**src/rtl/zoom_frame_reader.sv**
```systemverilog
// Zoom frame reader: walks the output frame in raster order, fetches source pixels and streams them out.
// Optional macro ZOOM_READER_ROUND_EN selects round-half-up instead of truncation for the BA average.
module zoom_frame_reader #(
    parameter int SRC_W  = 160,
    parameter int SRC_H  = 120,
    parameter int ADDR_W = 15,
    parameter int DATA_W = 8
) (
    input  logic              CLK,
    input  logic              RESET,
    input  logic              START,
    input  logic [1:0]        ALGORITHM,
    input  logic [1:0]        SHIFT_FACTOR,
    input  logic [10:0]       IMG_WIDTH_OUT,
    input  logic [9:0]        IMG_HEIGHT_OUT,
    output logic              MEM_RD,
    output logic [ADDR_W-1:0] MEM_ADDR,
    input  logic [DATA_W-1:0] MEM_RDATA,
    output logic [DATA_W-1:0] PIX_DATA,
    output logic              PIX_VALID,
    input  logic              PIX_READY,
    output logic              PIX_EOL,
    output logic              PIX_EOF,
    output logic              BUSY,
    output logic              DONE
);
    localparam int CW    = 15;
    localparam int AW2   = ADDR_W + 2;
    localparam int SUM_W = DATA_W + 2;

    // Tap accumulation happens in WAIT, so a BA pixel costs 4x(FETCH,WAIT)+OUT.
    typedef enum logic [2:0] {IDLE, FETCH, WAIT, OUT, FIN} state_t;

    state_t            state_q, state_d;
    logic [1:0]        alg_q, alg_d;
    logic [1:0]        s_q, s_d;
    logic [10:0]       w_q, w_d;
    logic [9:0]        h_q, h_d;
    logic [10:0]       x_q, x_d;
    logic [9:0]        y_q, y_d;
    logic [1:0]        tap_q, tap_d;
    logic [SUM_W-1:0]  sum_q, sum_d;
    logic [DATA_W-1:0] pix_q, pix_d;
    logic              done_q;

    logic              multi;
    logic [CW-1:0]     sx_raw, sy_raw, sx_c, sy_c;
    logic [AW2-1:0]    addr_full;
    logic [1:0]        addr_unused;
    logic [SUM_W-1:0]  acc_sum, rnd_sum;
    logic              last_x, last_y;

    assign multi  = (alg_q == 2'b11) && (s_q != 2'd0);
    assign last_x = (x_q == w_q - 11'd1);
    assign last_y = (y_q == h_q - 10'd1);

    // NN/PR replicate (shift right); DC/BA decimate (shift left), BA adding the tap offset.
    always_comb begin
        if (alg_q[1]) begin
            sx_raw = (CW'(x_q) << s_q) + CW'(multi & tap_q[0]);
            sy_raw = (CW'(y_q) << s_q) + CW'(multi & tap_q[1]);
        end else begin
            sx_raw = CW'(x_q) >> s_q;
            sy_raw = CW'(y_q) >> s_q;
        end
        sx_c = (sx_raw > CW'(SRC_W - 1)) ? CW'(SRC_W - 1) : sx_raw;
        sy_c = (sy_raw > CW'(SRC_H - 1)) ? CW'(SRC_H - 1) : sy_raw;
    end

    assign addr_full   = AW2'(sy_c) * AW2'(SRC_W) + AW2'(sx_c);
    assign addr_unused = addr_full[AW2-1:ADDR_W];

    assign acc_sum = ((tap_q == 2'd0) ? '0 : sum_q) + SUM_W'(MEM_RDATA);
`ifdef ZOOM_READER_ROUND_EN
    assign rnd_sum = acc_sum + SUM_W'(2);
`else
    assign rnd_sum = acc_sum;
`endif

    always_comb begin
        state_d = state_q;
        alg_d   = alg_q;
        s_d     = s_q;
        w_d     = w_q;
        h_d     = h_q;
        x_d     = x_q;
        y_d     = y_q;
        tap_d   = tap_q;
        sum_d   = sum_q;
        pix_d   = pix_q;
        case (state_q)
            IDLE: begin
                if (START) begin
                    alg_d   = ALGORITHM;
                    s_d     = SHIFT_FACTOR;
                    w_d     = IMG_WIDTH_OUT;
                    h_d     = IMG_HEIGHT_OUT;
                    x_d     = '0;
                    y_d     = '0;
                    tap_d   = '0;
                    sum_d   = '0;
                    state_d = (IMG_WIDTH_OUT == '0 || IMG_HEIGHT_OUT == '0) ? FIN : FETCH;
                end
            end
            FETCH: state_d = WAIT;
            WAIT: begin
                sum_d = acc_sum;
                if (multi && tap_q != 2'd3) begin
                    tap_d   = tap_q + 2'd1;
                    state_d = FETCH;
                end else begin
                    pix_d   = multi ? DATA_W'(rnd_sum >> 2) : MEM_RDATA;
                    state_d = OUT;
                end
            end
            OUT: begin
                if (PIX_READY) begin
                    tap_d = '0;
                    if (last_x) begin
                        x_d = '0;
                        if (last_y) begin
                            state_d = FIN;
                        end else begin
                            y_d     = y_q + 10'd1;
                            state_d = FETCH;
                        end
                    end else begin
                        x_d     = x_q + 11'd1;
                        state_d = FETCH;
                    end
                end
            end
            FIN:     state_d = IDLE;
            default: state_d = IDLE;
        endcase
    end

    always_ff @(posedge CLK or negedge RESET) begin
        if (!RESET) begin
            state_q <= IDLE;
            alg_q   <= '0;
            s_q     <= '0;
            w_q     <= '0;
            h_q     <= '0;
            x_q     <= '0;
            y_q     <= '0;
            tap_q   <= '0;
            sum_q   <= '0;
            pix_q   <= '0;
            done_q  <= 1'b0;
        end else begin
            state_q <= state_d;
            alg_q   <= alg_d;
            s_q     <= s_d;
            w_q     <= w_d;
            h_q     <= h_d;
            x_q     <= x_d;
            y_q     <= y_d;
            tap_q   <= tap_d;
            sum_q   <= sum_d;
            pix_q   <= pix_d;
            done_q  <= (state_q == FIN);
        end
    end

    assign MEM_RD    = (state_q == FETCH);
    assign MEM_ADDR  = MEM_RD ? addr_full[ADDR_W-1:0] : '0;
    assign PIX_VALID = (state_q == OUT);
    assign PIX_DATA  = PIX_VALID ? pix_q : '0;
    assign PIX_EOL   = PIX_VALID & last_x;
    assign PIX_EOF   = PIX_VALID & last_x & last_y;
    assign BUSY      = (state_q == FETCH) || (state_q == WAIT) || (state_q == OUT);
    assign DONE      = done_q;
endmodule

```
**config.mk**
```make
export PLATFORM = sky130hd
export DESIGN_NAME = zoom_frame_reader
export DESIGN_NICKNAME = d
export VERILOG_FILES = /design/src/rtl/zoom_frame_reader.sv
export SDC_FILE = /design/constraint.sdc
export NUM_CORES = 1
export LEC_CHECK = 0
export CORE_MARGIN = 2
export CORE_UTILIZATION = 45
export CTS_BUF_LIST = sky130_fd_sc_hd__clkbuf_16
export DETAILED_ROUTE_END_ITERATION = 8
export PLACE_DENSITY = 0.65
export SLEW_MARGIN = 20
export SYNTH_ARGS = -nofsm -noshare
export SYNTH_HDL_FRONTEND = slang
export SYNTH_SLANG_ARGS = --single-unit
```
**constraint.sdc**
```tcl
create_clock -name CLK -period 6.29 [get_ports CLK]
set_input_delay 1.258 -clock CLK [delete_from_list [all_inputs] [get_ports CLK]]
set_output_delay 1.258 -clock CLK [all_outputs]
set_load 0.01 [all_outputs]
```
==> results of run 1 <==
==> cells in the final DEF (no fill, tap or decap), types with 24 or more instances in the layout <==
master and n:
ha_1 32, nand2_1 132, xnor2_1 35, a21oi_1 34, inv_1 37, dfrtp_1 68
mux2i_1 32, o21ai_0 29, nor2_1 62, buf_4 45, clkdlybuf4s50_1 58, xor2_1 24
nand3_1 29
==> area by class of cell <==
cell class                      count  area, um^2  area share (%)
Clock buffer                        9       225.2           2.644
Clock inverter                      7       90.09           1.058
Inverter                           38       142.6           1.675
Multi-Input combinational cell    695        5026           59.01
Sequential cell                    70        1754           20.60
Tap cell                          188       235.2           2.762
Timing Repair Buffer              115        1044           12.25
==> stage by stage <==
stage | cell area [um^2] | hold WS [ps] | util [%]
global route | 8517 | 499.4 | 56.02
finish | 8517 | 472.4 | 56.02
detailed placement | 8068 | 463.8 | 53.07
global placement | 8068 | 459.4 | 53.07
CTS | 8392 | 477.3 | 55.20
floorplan | 7139 | 441.2 | -
==> report_power, final <==
part / switching (mW) / internal, mW
sequential: 0.185 / 0.599
combinational: 1.58 / 1.51
clock: 0.194 / 0.345
==> layer usage <==
layer	global-route usage, %	vias up
met1	31.41	2923
met4	5.435	0
met3	2.786	17
met5	0	-
met2	31.85	115
li1	-	3192
==> timing repair <==
action,in CTS,in global routing
gates resized for setup,7,38
pin swaps,3,26
setup endpoints to repair,5,5
buffers inserted,1,2
==> flip-flops by register name, summed over array words and instances, names as in the netlist <==
| signal | flops |
|---|---|
| w_q | 11 |
| x_q | 11 |
| h_q | 10 |
| sum_q | 10 |
| y_q | 10 |
| pix_q | 8 |
| state_q | 3 |
| alg_q | 2 |
| s_q | 2 |
| tap_q | 2 |
| DONE | 1 |
==> how the worst max path moves through the flow <==
stage	start	endpoint	slack (ps)	depth (start not counted)
6_report	s_q[0]	MEM_ADDR[11]	240	23
5_1_grt	s_q[0]	MEM_ADDR[14]	-3	26
4_1_cts	s_q[1]	MEM_ADDR[13]	-10	24
3_5_place_dp	s_q[1]	MEM_ADDR[14]	30	25
3_3_place_gp	s_q[0]	MEM_ADDR[13]	120	23
2_1_floorplan	s_q[0]	MEM_ADDR[13]	2	27
==> cell families after synthesis <==
group | synth area share (%)
xor+xnor | 7.396
mux | 11.03
other cells | 0.05367
buf+inv | 5.999
simple gates | 24.71
fa+ha+maj | 8.023
flops | 25.07
compound gates | 17.71
==> critical path, stage by stage, from the launching register on <==
cell and delay, ps:
dfrtp_2 430, o211ai_1 170, buf_4 150, nor2_4 40
ha_2 200, nand2_2 90, buf_4 120, a21oi_1 60
a2bb2oi_1 130, o22ai_1 200, a21oi_2 110, o41a_4 550
nor2b_4 150, ha_4 230, ha_4 160, fa_2 350
xor2_1 170, ha_1 300, buf_4 150, o21ai_2 70
a21oi_2 80, buf_4 130, nor3_1 160, clkdlybuf4s15_1 260
==> flow_summary.yaml, run 1 <==
run_status:
  status: "finished clean"
floorplan:
  die_area_um2: 16540
  io_pins: 66
  start_util_pct: 45.96
  die_width_um: 128.6
  fp-row-count: 45
  coreArea_um2: 15200
  die-height_um: 128.6
min_path:
  worstHoldPathCells: 2
  min_from: "pix_q[3]"
  hold_end: "pix_q[3]"
  hold_class: "flop to flop"
worst_setup_path:
  reg2regPathDepth: 13
  worst-r2r-setup-slack_ps: 2840
  r2r_start: "tap_q[1]"
  reg2reg_to: "pix_q[6]"
  path_max_fanout: 6
  arrival_ps: 4790
  worstPathRequired_ps: 5030
  critPathLaunchType: "flop"
  critPathKind: "flop to primary output"
  critPathCaptureType: "primary output"
clock_network:
  numCtsBuffers: 9
  root_buffer: "clkbuf_16"
  htree_levels: 3
  cts_buffer_depth: 2
  clkLatencyLatePin_ps: 340
  cts_tree: "done"
  clk_pin_slew_ps: 60
  hold_buffers: 0
  cts_sinks: 70
logic_synthesis:
  synth_flop_cell: "dfrtp_1"
  synth.area.top_cells: "dfrtp_1 (25%), nand2_1 (7.3%), ha_1 (7.2%)"
  synth-edff-count: 0
  synth.most_common_cell: "nand2_1"
  ys_types: 82
  async_reset_ff_share_pct: 100.0
  syn_avg_cell_area_um2: 8.191
  synth_top_area_cell: "dfrtp_1"
  synthTopCellsByCount: "nand2_1 (135), dfrtp_1 (70), nor2_1 (65)"
  synth_area_um2: 6987
  synth_cells: 853
  synth_seq_cells: 70
  ys_warn_count: 0
  synth_top_area_share_pct: 25.07
  synth-seq-area-share_pct: 25.07
detailed_routing:
  route.detailed.drc: 0
  met2_wirelength_um: 7384
  via_per_inst: 5.568
  drtAntennaViolNets: 0
  wl_per_cell_um: 14.91
  vias: 6247
  met1_length_um: 8559
  top_layer_used: "met4"
  drt_first_pass_iters: 5
  route.met3.wl_um: 585
  drtIter0Drc: 305
  totalWireLength_um: 16730
pwr:
  total_leakage_power_nw: 3.715
  power_density_nw_per_um2: 519.0
  total_power_mw: 4.420
  irDropWorstVdd_mv: 0.3688
sta:
  min_period_ps: 6050
  slew_headroom_pct: 32.93
  tightestPinTransition_ps: 1003
  setup_viol: 0
  clock_skew_ps: 12.10
  final_hold_viol_count: 0
  fmax_mhz: 165.3
  fin_tns_setup_ps: 0
  finalCritPeriodShare_pct: 96.18
  layout_setup_ws_ps: 240.0
  final_max_slew_viol_count: 0
job:
  maxCapViolations: 0
placed_design:
  place_hpwl_um: 12540
  port_buffers: 65
  pre_cts_ws_ps: 27.45
  gp_congestion: 0.8845
  placed_cells: 1103
cells_and_area:
  drive_gt1_share_pct: 16.17
  antenna_cells: 0
  layout.cells.non_filler: 1122
  fin_nets: 1009
  areaGrowthSynthToFinish_pct: 21.90
  fillers: 1399
grt:
  grt_antenna_before_repair: 0
  first_global_vias: 5804
  grt.overflow.total: 0
  grt_pass1_wl_um: 28430
  track_usage_pct: 20.92
  grt_max_degree: 71
Power figures use the tool's default switching activity.
==> run 2, diff against run 1 <==
--- a/config.mk
+++ b/config.mk
@@ -5,11 +5,14 @@
 export SDC_FILE = /design/constraint.sdc
 export NUM_CORES = 1
 export LEC_CHECK = 0
+export ABC_CLOCK_PERIOD_IN_PS = 6290
+export CELL_PAD_IN_SITES_DETAIL_PLACEMENT = 0
+export CELL_PAD_IN_SITES_GLOBAL_PLACEMENT = 1
 export CORE_MARGIN = 2
-export CORE_UTILIZATION = 45
+export CORE_UTILIZATION = 40
 export CTS_BUF_LIST = sky130_fd_sc_hd__clkbuf_16
 export DETAILED_ROUTE_END_ITERATION = 8
-export PLACE_DENSITY = 0.65
+export PLACE_DENSITY_LB_ADDON = 0.2
 export SLEW_MARGIN = 20
 export SYNTH_ARGS = -nofsm -noshare
 export SYNTH_HDL_FRONTEND = slang
==> flow_summary.yaml, run 2 (same netlist as run 1, synthesis figures left out) <==
cells_and_area:
  final_cell_mix: "nand2_1 (135), dfrtp_1 (68), nor2_1 (64)"
  fin_area_um2: 8466
  areaGrowthSynthToFinish_pct: 21.17
  layout_commonest_cell: "nand2_1"
  antenna_cells: 0
  layout_top_registers: "w_q (11), x_q (11)"
  layout.cells.non_filler: 1170
  fin_util_pct: 49.29
  drive_gt1_share_pct: 15.77
  fin_nets: 1020
sta:
  min_period_ps: 6077
  grt_setup_unrepaired: "true"
  setup_viol: 0
  finalCritPeriodShare_pct: 96.62
  whs_ps: 476.6
  tightestPinTransition_ps: 918.0
  final_hold_viol_count: 0
  clock_skew_ps: 9.825
  slew_headroom_pct: 38.61
  final_max_slew_viol_count: 0
  fmax_mhz: 164.5
  fin_tns_setup_ps: 0
pwr:
  pwr-share-comb_pct: 71.2
  total_leakage_power_nw: 3.724
  seqPwrFrac_pct: 18.4
  swShare_pct: 45.31
  switchingPower_mw: 1.954
  irDropWorstVdd_mv: 0.4570
  power_density_nw_per_um2: 509.5
  p_int_mw: 2.359
  clockPowerShare_pct: 10.4
clock_network:
  cts_sinks: 70
  htree_levels: 3
  cts_buffer_depth: 2
  cts_tree: "done"
  numCtsBuffers: 9
  hold_buffers: 0
  clkLatencyLatePin_ps: 330
  clk_pin_slew_ps: 60
  root_buffer: "clkbuf_16"
detailed_routing:
  drt_first_pass_iters: 4
  drtIter0Drc: 313
  wl_per_cell_um: 15.85
  drtAntennaViolNets: 0
  vias: 6395
  route.detailed.drc: 0
  via_per_inst: 5.466
  totalWireLength_um: 18550
floorplan:
  die_area_um2: 18540
  die-height_um: 136.2
  fp-row-count: 48
  io_pins: 66
  coreArea_um2: 17180
  die_width_um: 136.2
  start_util_pct: 40.68
min_path:
  hold_end: "pix_q[6]"
  worstHoldPathCells: 2
  min_from: "pix_q[6]"
  hold_class: "flop to flop"
grt:
  first_global_vias: 6325
  grt_max_degree: 71
  grt_antenna_before_repair: 0
  track_usage_pct: 20.78
  grt_pass1_wl_um: 31280
  grt.overflow.total: 0
worst_setup_path:
  r2r_start: "tap_q[1]"
  path_max_fanout: 26
  critPathLaunchType: "flop"
  critPathCaptureType: "primary output"
  worstPathRequired_ps: 5030
  reg2reg_to: "pix_q[6]"
  reg2regPathDepth: 13
  worst-r2r-setup-slack_ps: 2820
  critPathKind: "flop to primary output"
  arrival_ps: 4820
run_status:
  status: "finished clean"
placed_design:
  gp_congestion: 0.8564
  port_buffers: 65
  postPlaceCellArea_um2: 8192
  placed_cells: 1152
  place_hpwl_um: 14220
job:
  maxCapViolations: 0
## run 2: cell count changes in the layout (fill, tap and decap cells not counted), moves of 3 or more
cell     change
buf_6        -3
buf_4       +16
ha_4         -3
nand2_2      -3
nand2_1      +3
ha_1         +3
## run 2: per-layer routing
layer  up-vias  track usage (%)  routed length (um)
li1       3195                -                   -
met1      3083            28.45                8811
met2       102            35.62                9060
met3        15            1.827                 469
met4         0            4.688                 204
met5         -                0                   0
## run 2: worst max path at each step
stage	start	end	slack [ps]	cells after the start
6_report	s_q[1]	MEM_ADDR[13]	210	21
5_1_grt	s_q[0]	MEM_ADDR[13]	-140	25
4_1_cts	s_q[0]	MEM_ADDR[13]	-70	23
3_5_place_dp	s_q[0]	MEM_ADDR[13]	-2	23
3_3_place_gp	s_q[0]	MEM_ADDR[13]	120	23
2_1_floorplan	s_q[0]	MEM_ADDR[13]	2	27
## run 2: per-stage QoR
step	setup WS, ps	total power, mW
after global routing	-138.9	4.744
final	212.7	4.313
after global placement	121.9	3.816
after floorplan	1.631	2.906
after detailed placement	-1.559	3.883
after CTS	-65.30	4.323
## run 2: cell type report
| class | instances | area (um^2) |
|---|---|---|
| fill | 1679 | 8711 |
| clock buffer | 9 | 225.2 |
| clock inverter | 7 | 33.78 |
| sequential | 70 | 1754 |
| timing repair buffer | 126 | 1085 |
| multi-input combinational | 695 | 4943 |
| inverter | 38 | 142.6 |
| tap | 225 | 281.5 |
## run 2: power groups by stage
stage / sequential (mW) / clock [mW] / combinational, mW
after CTS: 0.790 / 0.460 / 3.07
after floorplan: 0.711 / 0 / 2.19
after global placement: 0.784 / 0 / 3.03
after global routing: 0.817 / 0.480 / 3.45
after detailed placement: 0.797 / 0 / 3.09
final: 0.794 / 0.449 / 3.07
## run 2: repair_timing
action	in CTS	in global routing
endpoints found under the setup margin	5	6
endpoints found under the hold margin	0	0
cloned	0	0
setup buffers	0	2
pin swaps	1	4
resized for setup	7	14
## run 2: critical path, cell delays in order, from the launching register on
cell and delay [ps]:
dfrtp_2 380, buf_4 290, nor2b_1 210, o21ai_0 140, a211oi_2 270, nand3_1 110
xnor2_1 160, mux2i_1 100, o41a_2 550, nor2b_1 150, ha_2 280, ha_4 170
fa_2 590, ha_4 130, inv_1 50, a21oi_2 130, o21ai_2 80, a21oi_2 130
o21ai_1 80, nor3b_2 160, nor3_2 140, clkbuf_2 160
